==> config.mk <==
export PLATFORM = sky130hd
export DESIGN_NAME = axi_mmio_slot_bridge
export DESIGN_NICKNAME = d
export VERILOG_FILES = /design/src/rtl/mmio_pkg.sv /design/src/rtl/mmio_wr_collect.sv /design/src/rtl/axi_mmio_slot_bridge.sv
export SDC_FILE = /design/constraint.sdc
export NUM_CORES = 1
export LEC_CHECK = 0
export CORE_AREA = 5 5 520 522
export CTS_CLUSTER_SIZE = 25
export DETAILED_ROUTE_END_ITERATION = 16
export DIE_AREA = 0 0 525 527
export GPL_TIMING_DRIVEN = 0
export PLACE_DENSITY = 0.3
export SETUP_SLACK_MARGIN = 0.15
export SYNTH_ARGS = -nofsm -noshare
export SYNTH_HDL_FRONTEND = slang
export SYNTH_SLANG_ARGS = --single-unit
==> constraint.sdc <==
create_clock -name clk -period 7.5 [get_ports clk]
set_input_delay 1.5 -clock clk [delete_from_list [all_inputs] [get_ports clk]]
set_output_delay 1.5 -clock clk [all_outputs]
set_load 0.02 [all_outputs]
==> src/rtl/mmio_pkg.sv <==
// Shared types and constants for the AXI4-Lite to MMIO slot bridge.
package mmio_pkg;

  localparam int unsigned SLOT_DATA_W = 32;
  localparam int unsigned STRB_W      = SLOT_DATA_W / 8;

  typedef enum logic [1:0] {
    RESP_OKAY   = 2'b00,
    RESP_EXOKAY = 2'b01,
    RESP_SLVERR = 2'b10,
    RESP_DECERR = 2'b11
  } axi_resp_e;

  typedef enum logic [2:0] {
    ST_IDLE,
    ST_RD_ACC,
    ST_WR_ACC,
    ST_RD_RESP,
    ST_WR_RESP
  } bridge_state_e;

  // Decode error outranks slave error when a slot reports both.
  function automatic axi_resp_e done_resp(input logic slv, input logic dec);
    if (dec) return RESP_DECERR;
    if (slv) return RESP_SLVERR;
    return RESP_OKAY;
  endfunction

endpackage

==> src/rtl/mmio_wr_collect.sv <==
// Collects AXI write address and write data independently; holds them until the B handshake.
module mmio_wr_collect
  import mmio_pkg::*;
#(
  parameter int unsigned ADDR_W = 10
) (
  input  logic                   clk,
  input  logic                   arst_n,
  input  logic                   awvalid,
  input  logic [ADDR_W-1:0]      awaddr,
  output logic                   awready,
  input  logic                   wvalid,
  input  logic [SLOT_DATA_W-1:0] wdata,
  input  logic [STRB_W-1:0]      wstrb,
  output logic                   wready,
  input  logic                   clear,
  output logic [ADDR_W-1:0]      addr,
  output logic [SLOT_DATA_W-1:0] data,
  output logic [STRB_W-1:0]      strb,
  output logic                   aw_have,
  output logic                   w_have
);

  // Ready is a one-cycle pulse; a latched channel stays closed until clear.
  always_ff @(posedge clk or negedge arst_n) begin
    if (!arst_n) begin
      awready <= 1'b0;
      wready  <= 1'b0;
      addr    <= '0;
      data    <= '0;
      strb    <= '0;
      aw_have <= 1'b0;
      w_have  <= 1'b0;
    end else begin
      awready <= awvalid && !awready && !aw_have;
      wready  <= wvalid && !wready && !w_have;
      if (awvalid && awready) begin
        aw_have <= 1'b1;
        addr    <= awaddr;
      end
      if (wvalid && wready) begin
        w_have <= 1'b1;
        data   <= wdata;
        strb   <= wstrb;
      end
      if (clear) begin
        aw_have <= 1'b0;
        w_have  <= 1'b0;
      end
    end
  end

endmodule

==> src/rtl/axi_mmio_slot_bridge.sv <==
// AXI4-Lite slave front end driving a one-hot MMIO slot bus, one access in flight at a time.
module axi_mmio_slot_bridge
  import mmio_pkg::*;
#(
  parameter int unsigned           NUM_SLOTS      = 16,
  parameter int unsigned           REG_AW         = 4,
  parameter int unsigned           ADDR_W         = 10,
  parameter logic [NUM_SLOTS-1:0]  POPULATED      = {{(NUM_SLOTS-1){1'b0}}, 1'b1},
  parameter int unsigned           TIMEOUT_CYCLES = 1024
) (
  input  logic                             clk,
  input  logic                             arst_n,
  input  logic                             S_AXI_awvalid,
  output logic                             S_AXI_awready,
  input  logic [ADDR_W-1:0]                S_AXI_awaddr,
  input  logic [2:0]                       S_AXI_awprot,
  input  logic                             S_AXI_wvalid,
  output logic                             S_AXI_wready,
  input  logic [31:0]                      S_AXI_wdata,
  input  logic [3:0]                       S_AXI_wstrb,
  output logic                             S_AXI_bvalid,
  input  logic                             S_AXI_bready,
  output logic [1:0]                       S_AXI_bresp,
  input  logic                             S_AXI_arvalid,
  output logic                             S_AXI_arready,
  input  logic [ADDR_W-1:0]                S_AXI_araddr,
  input  logic [2:0]                       S_AXI_arprot,
  output logic                             S_AXI_rvalid,
  input  logic                             S_AXI_rready,
  output logic [31:0]                      S_AXI_rdata,
  output logic [1:0]                       S_AXI_rresp,
  output logic [NUM_SLOTS-1:0]             slot_chip_select,
  output logic [NUM_SLOTS-1:0]             slot_read,
  output logic [NUM_SLOTS-1:0]             slot_write,
  output logic [NUM_SLOTS*REG_AW-1:0]      slot_reg_addr,
  output logic [NUM_SLOTS*SLOT_DATA_W-1:0] slot_wr_data,
  input  logic [NUM_SLOTS*SLOT_DATA_W-1:0] slot_rd_data,
  input  logic [NUM_SLOTS-1:0]             slot_wr_done,
  input  logic [NUM_SLOTS-1:0]             slot_rd_done,
  input  logic [NUM_SLOTS-1:0]             slot_idle,
  input  logic [NUM_SLOTS-1:0]             slot_slave_error,
  input  logic [NUM_SLOTS-1:0]             slot_decode_error,
  output logic                             timeout_pulse,
  output logic [$clog2(NUM_SLOTS)-1:0]     timeout_slot
);

  localparam int unsigned SLOT_W  = $clog2(NUM_SLOTS);
  localparam int unsigned TW      = (TIMEOUT_CYCLES > 1) ? $clog2(TIMEOUT_CYCLES) : 1;
  localparam int unsigned TO_LAST = (TIMEOUT_CYCLES > 0) ? TIMEOUT_CYCLES - 1 : 0;
  localparam logic [NUM_SLOTS-1:0] ONE_HOT0 = {{(NUM_SLOTS-1){1'b0}}, 1'b1};

  logic [ADDR_W-1:0]      wr_addr;
  logic [SLOT_DATA_W-1:0] wr_data;
  logic [STRB_W-1:0]      wr_strb;
  logic                   aw_have;
  logic                   w_have;
  logic                   b_done_c;

  bridge_state_e          state_q, state_d;
  logic                   last_rd_q, last_rd_d;
  logic [SLOT_W-1:0]      slot_q, slot_d;
  logic [REG_AW-1:0]      reg_q, reg_d;
  logic                   active_q, active_d;
  logic [TW-1:0]          timer_q, timer_d;
  logic                   arready_q, arready_d;
  logic                   rvalid_q, rvalid_d;
  logic [SLOT_DATA_W-1:0] rdata_q, rdata_d;
  axi_resp_e              rresp_q, rresp_d;
  logic                   bvalid_q, bvalid_d;
  axi_resp_e              bresp_q, bresp_d;
  logic [NUM_SLOTS-1:0]   cs_q, cs_d;
  logic [NUM_SLOTS-1:0]   rd_stb_q, rd_stb_d;
  logic [NUM_SLOTS-1:0]   wr_stb_q, wr_stb_d;
  logic                   to_pulse_q, to_pulse_d;
  logic [SLOT_W-1:0]      to_slot_q, to_slot_d;

  logic                   is_rd;
  logic                   sel_done;
  logic                   timeout_hit;
  logic [NUM_SLOTS-1:0]   sel_onehot;
  logic [SLOT_DATA_W-1:0] sel_data;
  logic                   fin;
  axi_resp_e              fin_resp;
  logic [SLOT_DATA_W-1:0] fin_data;

  assign b_done_c = (state_q == ST_WR_RESP) && S_AXI_bready;

  mmio_wr_collect #(.ADDR_W(ADDR_W)) u_wr_collect (
    .clk     (clk),
    .arst_n  (arst_n),
    .awvalid (S_AXI_awvalid),
    .awaddr  (S_AXI_awaddr),
    .awready (S_AXI_awready),
    .wvalid  (S_AXI_wvalid),
    .wdata   (S_AXI_wdata),
    .wstrb   (S_AXI_wstrb),
    .wready  (S_AXI_wready),
    .clear   (b_done_c),
    .addr    (wr_addr),
    .data    (wr_data),
    .strb    (wr_strb),
    .aw_have (aw_have),
    .w_have  (w_have)
  );

  assign is_rd       = (state_q == ST_RD_ACC);
  assign sel_done    = is_rd ? slot_rd_done[slot_q] : slot_wr_done[slot_q];
  assign sel_onehot  = ONE_HOT0 << slot_q;
  assign sel_data    = slot_rd_data[SLOT_DATA_W*int'(slot_q) +: SLOT_DATA_W];
  assign timeout_hit = (TIMEOUT_CYCLES != 0) && (timer_q == TW'(TO_LAST));

  // State register
  always_ff @(posedge clk or negedge arst_n) begin
    if (!arst_n) begin
      state_q    <= ST_IDLE;
      last_rd_q  <= 1'b0;
      slot_q     <= '0;
      reg_q      <= '0;
      active_q   <= 1'b0;
      timer_q    <= '0;
      arready_q  <= 1'b0;
      rvalid_q   <= 1'b0;
      rdata_q    <= '0;
      rresp_q    <= RESP_OKAY;
      bvalid_q   <= 1'b0;
      bresp_q    <= RESP_OKAY;
      cs_q       <= '0;
      rd_stb_q   <= '0;
      wr_stb_q   <= '0;
      to_pulse_q <= 1'b0;
      to_slot_q  <= '0;
    end else begin
      state_q    <= state_d;
      last_rd_q  <= last_rd_d;
      slot_q     <= slot_d;
      reg_q      <= reg_d;
      active_q   <= active_d;
      timer_q    <= timer_d;
      arready_q  <= arready_d;
      rvalid_q   <= rvalid_d;
      rdata_q    <= rdata_d;
      rresp_q    <= rresp_d;
      bvalid_q   <= bvalid_d;
      bresp_q    <= bresp_d;
      cs_q       <= cs_d;
      rd_stb_q   <= rd_stb_d;
      wr_stb_q   <= wr_stb_d;
      to_pulse_q <= to_pulse_d;
      to_slot_q  <= to_slot_d;
    end
  end

  // Next state, arbitration, slot access sequencing and response capture
  always_comb begin
    state_d    = state_q;
    last_rd_d  = last_rd_q;
    slot_d     = slot_q;
    reg_d      = reg_q;
    active_d   = active_q;
    timer_d    = timer_q;
    arready_d  = 1'b0;
    rvalid_d   = rvalid_q;
    rdata_d    = rdata_q;
    rresp_d    = rresp_q;
    bvalid_d   = bvalid_q;
    bresp_d    = bresp_q;
    cs_d       = cs_q;
    rd_stb_d   = rd_stb_q;
    wr_stb_d   = wr_stb_q;
    to_pulse_d = 1'b0;
    to_slot_d  = to_slot_q;
    fin        = 1'b0;
    fin_resp   = RESP_OKAY;
    fin_data   = '0;

    case (state_q)
      ST_IDLE: begin
        // On a tie the read goes only if the write won last time.
        if (S_AXI_arvalid && !(aw_have && w_have && last_rd_q)) begin
          state_d   = ST_RD_ACC;
          arready_d = 1'b1;
          last_rd_d = 1'b1;
          slot_d    = S_AXI_araddr[ADDR_W-1 -: SLOT_W];
          reg_d     = S_AXI_araddr[REG_AW+1:2];
        end else if (aw_have && w_have) begin
          state_d   = ST_WR_ACC;
          last_rd_d = 1'b0;
          slot_d    = wr_addr[ADDR_W-1 -: SLOT_W];
          reg_d     = wr_addr[REG_AW+1:2];
        end
      end
      ST_RD_ACC, ST_WR_ACC: begin
        if (!active_q) begin
          if (!POPULATED[slot_q]) begin
            fin      = 1'b1;
            fin_resp = RESP_DECERR;
          end else if (!is_rd && (wr_strb != {STRB_W{1'b1}})) begin
            fin      = 1'b1;
            fin_resp = RESP_SLVERR;
          end else begin
            active_d = 1'b1;
            timer_d  = '0;
            cs_d     = sel_onehot;
            if (is_rd) rd_stb_d = sel_onehot;
            else       wr_stb_d = sel_onehot;
          end
        end else if (sel_done) begin
          fin      = 1'b1;
          fin_resp = done_resp(slot_slave_error[slot_q], slot_decode_error[slot_q]);
          fin_data = sel_data;
        end else if (timeout_hit) begin
          fin        = 1'b1;
          fin_resp   = RESP_SLVERR;
          to_pulse_d = 1'b1;
          to_slot_d  = slot_q;
        end else begin
          timer_d = timer_q + TW'(1);
        end
      end
      ST_RD_RESP: begin
        if (S_AXI_rready) begin
          rvalid_d = 1'b0;
          state_d  = ST_IDLE;
        end
      end
      ST_WR_RESP: begin
        if (S_AXI_bready) begin
          bvalid_d = 1'b0;
          state_d  = ST_IDLE;
        end
      end
      default: state_d = ST_IDLE;
    endcase

    if (fin) begin
      active_d = 1'b0;
      cs_d     = '0;
      rd_stb_d = '0;
      wr_stb_d = '0;
      if (is_rd) begin
        rvalid_d = 1'b1;
        rresp_d  = fin_resp;
        rdata_d  = fin_data;
        state_d  = ST_RD_RESP;
      end else begin
        bvalid_d = 1'b1;
        bresp_d  = fin_resp;
        state_d  = ST_WR_RESP;
      end
    end
  end

  assign S_AXI_arready    = arready_q;
  assign S_AXI_rvalid     = rvalid_q;
  assign S_AXI_rdata      = rdata_q;
  assign S_AXI_rresp      = rresp_q;
  assign S_AXI_bvalid     = bvalid_q;
  assign S_AXI_bresp      = bresp_q;
  assign slot_chip_select = cs_q;
  assign slot_read        = rd_stb_q;
  assign slot_write       = wr_stb_q;
  assign slot_reg_addr    = {NUM_SLOTS{reg_q}};
  assign slot_wr_data     = {NUM_SLOTS{wr_data}};
  assign timeout_pulse    = to_pulse_q;
  assign timeout_slot     = to_slot_q;

  // Protection bits, byte offset and slot idle status carry no function here.
  logic unused_ok;
  assign unused_ok = ^{S_AXI_awprot, S_AXI_arprot, S_AXI_araddr[1:0], wr_addr[1:0], slot_idle};

endmodule

Word-level counts from Yosys, hierarchy flattened
Memory sizes are Yosys's and may differ from the RTL's.
Index checks and enable logic that the tools add are counted.

word-level totals
  logic and storage cells = 177
  bits in registers = 165
  memories = 1
  ROM bits = 16
  input bits = 661

operators by class
  muxes and demuxes = 95
  $lt $le $gt $ge = 1
  reductions and logical operators = 35
  eq/ne operators = 16
  add/sub/neg operators = 1
  shift-type cells = 2
  bitwise gates (word level) = 2

memory list
  memory           depth  bits a word  rd ports  clocked after memory_dff  wr ports  line                         text
  (no name shown)  16     1            1         0                         0         axi_mmio_slot_bridge.sv:194  if (!POPULATED[slot_q]) begin

operator list
  kind                                                                   number
  512-bit by 10-bit variable part select with 32-bit output              1
  16-bit two-way mux                                                     17
  32-bit two-way mux                                                     3
  10-bit two-way mux                                                     5
  1-bit two-way mux                                                      45
  2-bit two-way mux                                                      10
  3-bit two-way mux                                                      6
  1-bit binary-select mux with 4-bit select                              4
  4-bit two-way mux                                                      4
  1-bit by 4-bit left shift with 16-bit output (first input constant)    1
  5-bit AND reduction                                                    3
  2-bit nonzero test                                                     7
  3-bit case mux with 4 select lines                                     1
  4-bit AND reduction                                                    3
  1-bit logical AND                                                      11
  10-bit by 1-bit adder with 10-bit output (second input constant)       1
  10-bit == test (second input constant)                                 1
  2-bit inequality test (second input constant)                          5
  4-bit inequality test (second input constant)                          2
  3-bit by 2-bit == test with 1-bit output (second input constant)       2
  1-bit logical NOT                                                      6
  3-bit inequality test (second input constant)                          2
  2-bit AND reduction                                                    3
  4-bit by 5-bit < comparator with 1-bit output (second input constant)  1
  6 further kinds                                                        8

Longest topological paths before layout
  word-level depth = 15
  depth in mapped cells = 10
  depth with buffers taken out = 7

By module
A second synthesis with hierarchy kept.

second synthesis, totals
  cell total of the unflattened synthesis = 1321
  area, all modules = 15117.0 sq um

by module, submodules not included
  module                times used  cells an instance  area an instance (sq um)
  axi_mmio_slot_bridge  1           1214               13125.1
  mmio_wr_collect       1           107                1991.9

Worst setup path after synthesis
Ideal clock, no wire load.

  kind = input-to-reg
  start point = input slot_wr_done[10]
  end point = register timer_q[5]
  buffers on the path = 1
  path slack = 4016 ps
  data required time = 7376 ps
  data arrival time = 3360 ps
  setup time = 124 ps
  stages = 7
  cell sequence = mux2_2 > o311ai_0 > a211oi_1 > or4b_4 > buf_6 > o311a_1 > a211o_1

between the ends
  cells in the longest elaborated chain, start to end = 5

RTL lines
  element                                    line                         text
  start: declaration                         axi_mmio_slot_bridge.sv:38   input logic [NUM_SLOTS-1:0] slot_wr_done,
  1-bit binary-select mux with 4-bit select  axi_mmio_slot_bridge.sv:107  assign sel_done = is_rd ? slot_rd_done[slot_q] : slot_wr_done[slot_q];
  1-bit two-way mux (not written as such)    axi_mmio_slot_bridge.sv:107
  1-bit two-way mux                          axi_mmio_slot_bridge.sv:107
  2-bit inequality test (no source line)     --
  5-bit AND reduction (no source line)       --
  end signal: assignment                     axi_mmio_slot_bridge.sv:138  timer_q <= timer_d;
  end: declaration                           axi_mmio_slot_bridge.sv:64   logic [TW-1:0] timer_q, timer_d;

Every way passes these cells. The select of a mux whose other input is x is not followed.
A chain may end at the register's enable or synchronous reset.

Final worst setup path
  start point = input slot_wr_done[2]
  end point = register cs_q[10], in the netlist slot_chip_select[10]

between the ends
  cells in the longest elaborated chain, start to end = 8
  elaborated cells on any way between the ends = 12

RTL lines
  element                                                         line                         text
  1-bit binary-select mux with 4-bit select (*)                   axi_mmio_slot_bridge.sv:107
  1-bit two-way mux (not written as such) (*)                     axi_mmio_slot_bridge.sv:107
  1-bit two-way mux (*)                                           axi_mmio_slot_bridge.sv:107
  1-bit two-way mux (*)                                           axi_mmio_slot_bridge.sv:207  end else if (sel_done) begin
  1-bit two-way mux (*)                                           axi_mmio_slot_bridge.sv:193  if (!active_q) begin
  1-bit two-way mux (*)                                           axi_mmio_slot_bridge.sv:176  case (state_q)
  2-bit inequality test (no source line) (tied with other cells)  --
  4-bit AND reduction (no source line)                            --
  end signal: assignment                                          axi_mmio_slot_bridge.sv:145  cs_q <= cs_d;
  end: declaration                                                axi_mmio_slot_bridge.sv:71   logic [NUM_SLOTS-1:0] cs_q, cs_d;

Every way passes the cells marked *; elsewhere a longest branch is shown, timed or not. The select of a mux whose other input is x is not followed.

==> metrics <==
status finished clean; worst min path class reg -> reg; VDD IR-drop max roughly 0.28 mV; drt pass-1 iters 4; Via-to-Cell Ratio about 2.4; Synth Flop Type dfrtp_1; Seq/Total Area, Yosys 0.276; drt first-iter violations between 400 and 500; Worst Skew 24.5 ps; die footprint between 200000 and 300000 um2; Async SR Flop Fraction 1.00; PD cells 444 nW/um2; CP Capture Type flip-flop; Filler cells between 30k and 40k; # clock sinks 163; Net Count, Synth just under 2k; Nets between 3k and 4k; Remaining DRCs 0; Worst Tran Pin Value 1280 ps; synth-to-layout area growth 124%; initial antenna violation count between 40 and 50; H-tree levels 4; hold slack final 483 ps; post-DR wirelength/cell ~22 um; Final Hold Viols 0; commonest non-fill, non-tap cells in the layout clkdlybuf4s50_1 (1303), buf_4 (540), mux4_2 (170); Clock Latency Late Sink about 560 ps; share of layout cells above drive strength 1 0.315; Max transition margin 0.149; hold_buf cts 0; fin util 0.125; Pleak about 0.012 uW; Worst EP required between 7000 and 8000 ps; RSZ-0062 raised after global routing no; CTS buffer count 17; CP max FO 12; Mapped Area between 10000 and 15000 um2; grt ovf 0; Max Cap Viol 0; CP Class in -> reg; I/O pin total around 1.3k; Power, Total ~15000 uW; setup violators final 0; dpl hpwl approximately 120000 um; FF+latch count, synth ~160; clock root cell clkbuf_16; max-slew violations 0; count of input and output buffers between 1k and 1.5k; setup bufs post-CTS 0; Site Rows 189; Crit path arrival time approximately 5700 ps; Clock Path Buffers 2; die span in y about 530 um; startpoint types primary input; DR vias around 15k; Worst-path clk slew 90 ps; commonest non-fill, non-tap cell in the layout clkdlybuf4s50_1; first-pass GRT wire length 170000 um; post-synth cell types 54; TNS Setup 0 ps; worst-case reg-to-reg path depth 9; placer congestion estimate roughly 0.82; Core Box Area between 200000 and 300000 um2; placed cells between 6k and 7k; synth warn 0; largest net degree at the start of global routing 70; CTS tree built; total track usage 0.0938; mean post-synth cell area around 11 um2; Cells after Synth 1322; Initial Utilization 0.0558; Post-synth EDFFs 0; post_cts resized 0; fmax between 0.15 and 0.2 GHz; fin crit share 0.695; hold path cells 1; post-route ant nets 0; vias in the first global route about 16k; DIE WIDTH 525 um; Final Critical Period between 5000 and 6000 ps; post-route insts no fill ~6.2k; final WL approximately 130000 um
-- synthesized netlist by cell type, drive strengths merged, types with 2 or more instances --
master / n / share of area
buf: 570 / 0.29
dfrtp: 163 / 0.28
nor4: 3 / 0.0013
o311a: 2 / 0.0014
o211ai: 5 / 0.0025
and3: 3 / 0.0016
o21bai: 2 / 0.0010
nor3b: 3 / 0.0015
o21ai: 41 / 0.014
or4: 4 / 0.0020
nand4: 2 / 0.00085
o311ai: 3 / 0.0018
nor2b: 3 / 0.0013
mux4: 170 / 0.26
o21a: 3 / 0.0015
nor2: 14 / 0.0036
nor3: 4 / 0.0014
mux2i: 24 / 0.016
and4: 4 / 0.0024
nand3: 14 / 0.0047
o2bb2ai: 2 / 0.0012
a211oi: 2 / 0.0010
a22oi: 5 / 0.0025
inv: 38 / 0.0097
a21oi: 5 / 0.0017
nand3b: 2 / 0.0010
a21o: 2 / 0.0010
nand2b: 2 / 0.00085
and2: 48 / 0.020
clkbuf: 34 / 0.0087
a31oi: 6 / 0.0025
mux2: 55 / 0.042
a211o: 2 / 0.0012
nand2: 66 / 0.017
nor4b: 2 / 0.0012
-- sequential cells by signal, summed over array words and instances (netlist names), 2 cells and up --
name	flops
S_AXI_rdata	32
u_wr_collect.data	32
slot_chip_select	16
slot_read	16
slot_write	16
timer_q	10
u_wr_collect.addr	8
reg_q	4
slot_q	4
timeout_slot	4
u_wr_collect.strb	4
state_q	3
S_AXI_bresp	2
S_AXI_rresp	2
-- through the flow --
step / setup WS (ps) / cell area [um2]
after floorplan: 4020 / 14800
after global placement: -4600 / 32200
after detailed placement: 1070 / 32400
after CTS: 1710 / 33000
after global routing: 1840 / 33000
final: 2290 / 33000
-- report_power, final --
group	switching [uW]	internal, uW	total, uW
Clock	544	441	985
Combinational	5510	6150	11700
Sequential	834	1160	2000
Total	6890	7760	14600
-- worst paths after layout --
check	endpoint	from	slack, ps
max in group asynchronous	S_AXI_rdata[0]	arst_n	5510
min in group asynchronous	u_wr_collect.data[6]	arst_n	830
min reg2reg	u_wr_collect.awready	u_wr_collect.awready	480
max	slot_chip_select[10]	slot_wr_done[2]	2290
max reg2reg	slot_chip_select[10]	slot_q[1]	2890
min	u_wr_collect.awready	u_wr_collect.awready	480
-- area by class of cell --
class                      count  area (um2)  share of cell area
clock buffer                  18         429              0.0130
antenna                       29        72.6             0.00220
tap                         3533        4420               0.134
clock inverter                14         145             0.00439
multi-input combinational    517        6210               0.188
inverter                      38         143             0.00432
timing repair buffer        1309       13200               0.399
buffer                       604        4350               0.132
sequential                   163        4080               0.123
-- logic make-up after synthesis --
family,count (synthesis),share of synthesized area
AO/OA/AOI/OAI,88,0.0378
XOR/XNOR,1,0.000593
adder cells (fa/ha/maj),1,0.000847
buffers and inverters,642,0.304
flip-flops,163,0.276
multiplexers,249,0.318
AND/OR/NAND/NOR,178,0.0631
-- per-layer routing --
metal  wire length [um]  part of all wire  GRT usage
met1              43500              0.32     0.0856
met4               4950             0.037     0.0376
met5                 50           0.00037          0
met2              76600              0.57      0.189
met3               9550             0.071     0.0290
-- critical path, cell delays in order --
cell             delay [ps]
clkdlybuf4s50_1         390
mux2i_1                 920
a211oi_1                260
a31oi_1                 220
or4b_4                  510
buf_6                   170
nand2_1                 600
clkbuf_1                820
and2_1                  240
Note: power is estimated with default switching activity, not from simulation.
==> edit, RTL diff (config.mk and constraints unchanged) <==
Register the output `timeout_pulse` once more, with the module's reset; this adds one clock of latency there. The other outputs are not delayed to match.
--- a/src/rtl/axi_mmio_slot_bridge.sv
+++ b/src/rtl/axi_mmio_slot_bridge.sv
@@ -262,5 +262,11 @@
   assign slot_reg_addr    = {NUM_SLOTS{reg_q}};
   assign slot_wr_data     = {NUM_SLOTS{wr_data}};
-  assign timeout_pulse    = to_pulse_q;
+  always_ff @(posedge clk or negedge arst_n) begin
+    if (!arst_n) begin
+      timeout_pulse <= '0;
+    end else begin
+      timeout_pulse <= to_pulse_q;
+    end
+  end
   assign timeout_slot     = to_slot_q;
 
Behaviour: same outputs for any inputs over 4 cycles, from zero or initial values and one cycle with arst_n low; that may be too few to reach the edited logic, so the function may still have changed.
==> edit against the unedited design <==
Core utilization about the same. First-iteration DRC count is 12% lower. Power rose by 3.3%. Worst setup slack worse by 0.13 ns. Wire length grew 0.81%. Final area is 0.22% higher. Worst hold slack lost 0.12 ns. Count of clock-buffer cells in the layout fell by 1. Clock skew shrank 0.0075 ns. Global-route usage increased by 0.077 points. Sequential cell count grew 1. Synthesized area rose by 0.58%. Largest power group unchanged.
==> edit: results (changes against the unedited design) <==
Critical path
  – Origin of the critical flop-to-flop path: slot_q[2]
  – Family with the most delay on the worst path: compound AO/OA/AOI/OAI gates
  – CP peak stage delay: 1.05 ns (+0.13 ns)
  – Crit path max-delay cell type: o211ai_2
  – CP Launch Point: slot_rd_done[2]

Power and ir drop
  – Leak: 12.38 nW (about the same)
  – Peak VDD IR: 0.2237 mV (-19%)

Cells and area
  – Final #Nets: 3319 (+0.21%)
  – Sequential cell area: 0.004108 mm² (+0.71%)
  – Fill cell count: 30001 (-0.073%)

Worst hold path
  – HP Start: to_pulse_q

Detailed routing
  – Iter 0 DRT Violations: 406 (-12%)
  – Met3 wire length: 8847 µm (-7.3%)
  – Met2 wire length: 76300 µm (-0.36%)
  – Met1 wire length: 46800 µm (+7.5%)
  – DR WL/cell: 21.84 µm (+0.97%)
  – Vias per cell: 2.455 (+1.5%)

Synth
  – Synth Area in XOR/XNOR: 0.05898% (-0.00034 points)
  – Post-Synthesis Cells: 1330 (+0.61%)
  – Synth cell types: 52 (-3.7%)
  – Post-synthesis mux area share: 31.25% (-0.50 points)
  – Ranking of synthesized cells by area: dfrtp_1, buf_4, mux4_2
  – Synth Area in Adders: 0.08425% (-0.00049 points)

Placement
  – DP Worst Slack: 1.207 ns (+0.1344 ns)
  – Dpl cell area: 0.03244 mm² (+0.17%)

GRT
  – M1 GR Usage: 9.246% (+0.69 points)
  – Vias in the first global route: 16516 (+1.4%)
  – Initial antenna violation count: 31 (-33%)
  – Grt met3 use: 2.614% (-0.29 points)
  – Largest net degree at the start of global routing: 82 (+17%)

Run status
  – Status: completed

STA
  – Rel. slew slack: 12.80% (-2.1 points)
## edit: final cells by class
type / instances / share of cell area (%)
plain buffers: 613 / 13.24
multi-input cells: 544 / 19.12
clock buffers: 17 / 1.285
clock inverters: 15 / 0.6350
repair buffers: 1308 / 39.76
well taps: 3533 / 13.35
flip-flops and latches: 164 / 12.41
inverters: 9 / 0.1021
diodes: 12 / 0.09072
## edit: power by group
part	total [mW]	switching, mW	internal, mW
registers	1.97	0.835	1.13
clock network	1.03	0.559	0.467
logic	12.1	5.90	6.24
total	15.1	7.29	7.84
## edit: worst paths after layout
kind	to	slack, ns	cells after the start
min	timeout_pulse	0.37	0
max reg2reg	S_AXI_rdata[26]	2.31	8
min in group asynchronous	S_AXI_rdata[1]	0.80	1
min reg2reg	timeout_pulse	0.37	0
max in group asynchronous	u_wr_collect.data[23]	5.47	3
max	S_AXI_rdata[26]	2.16	8
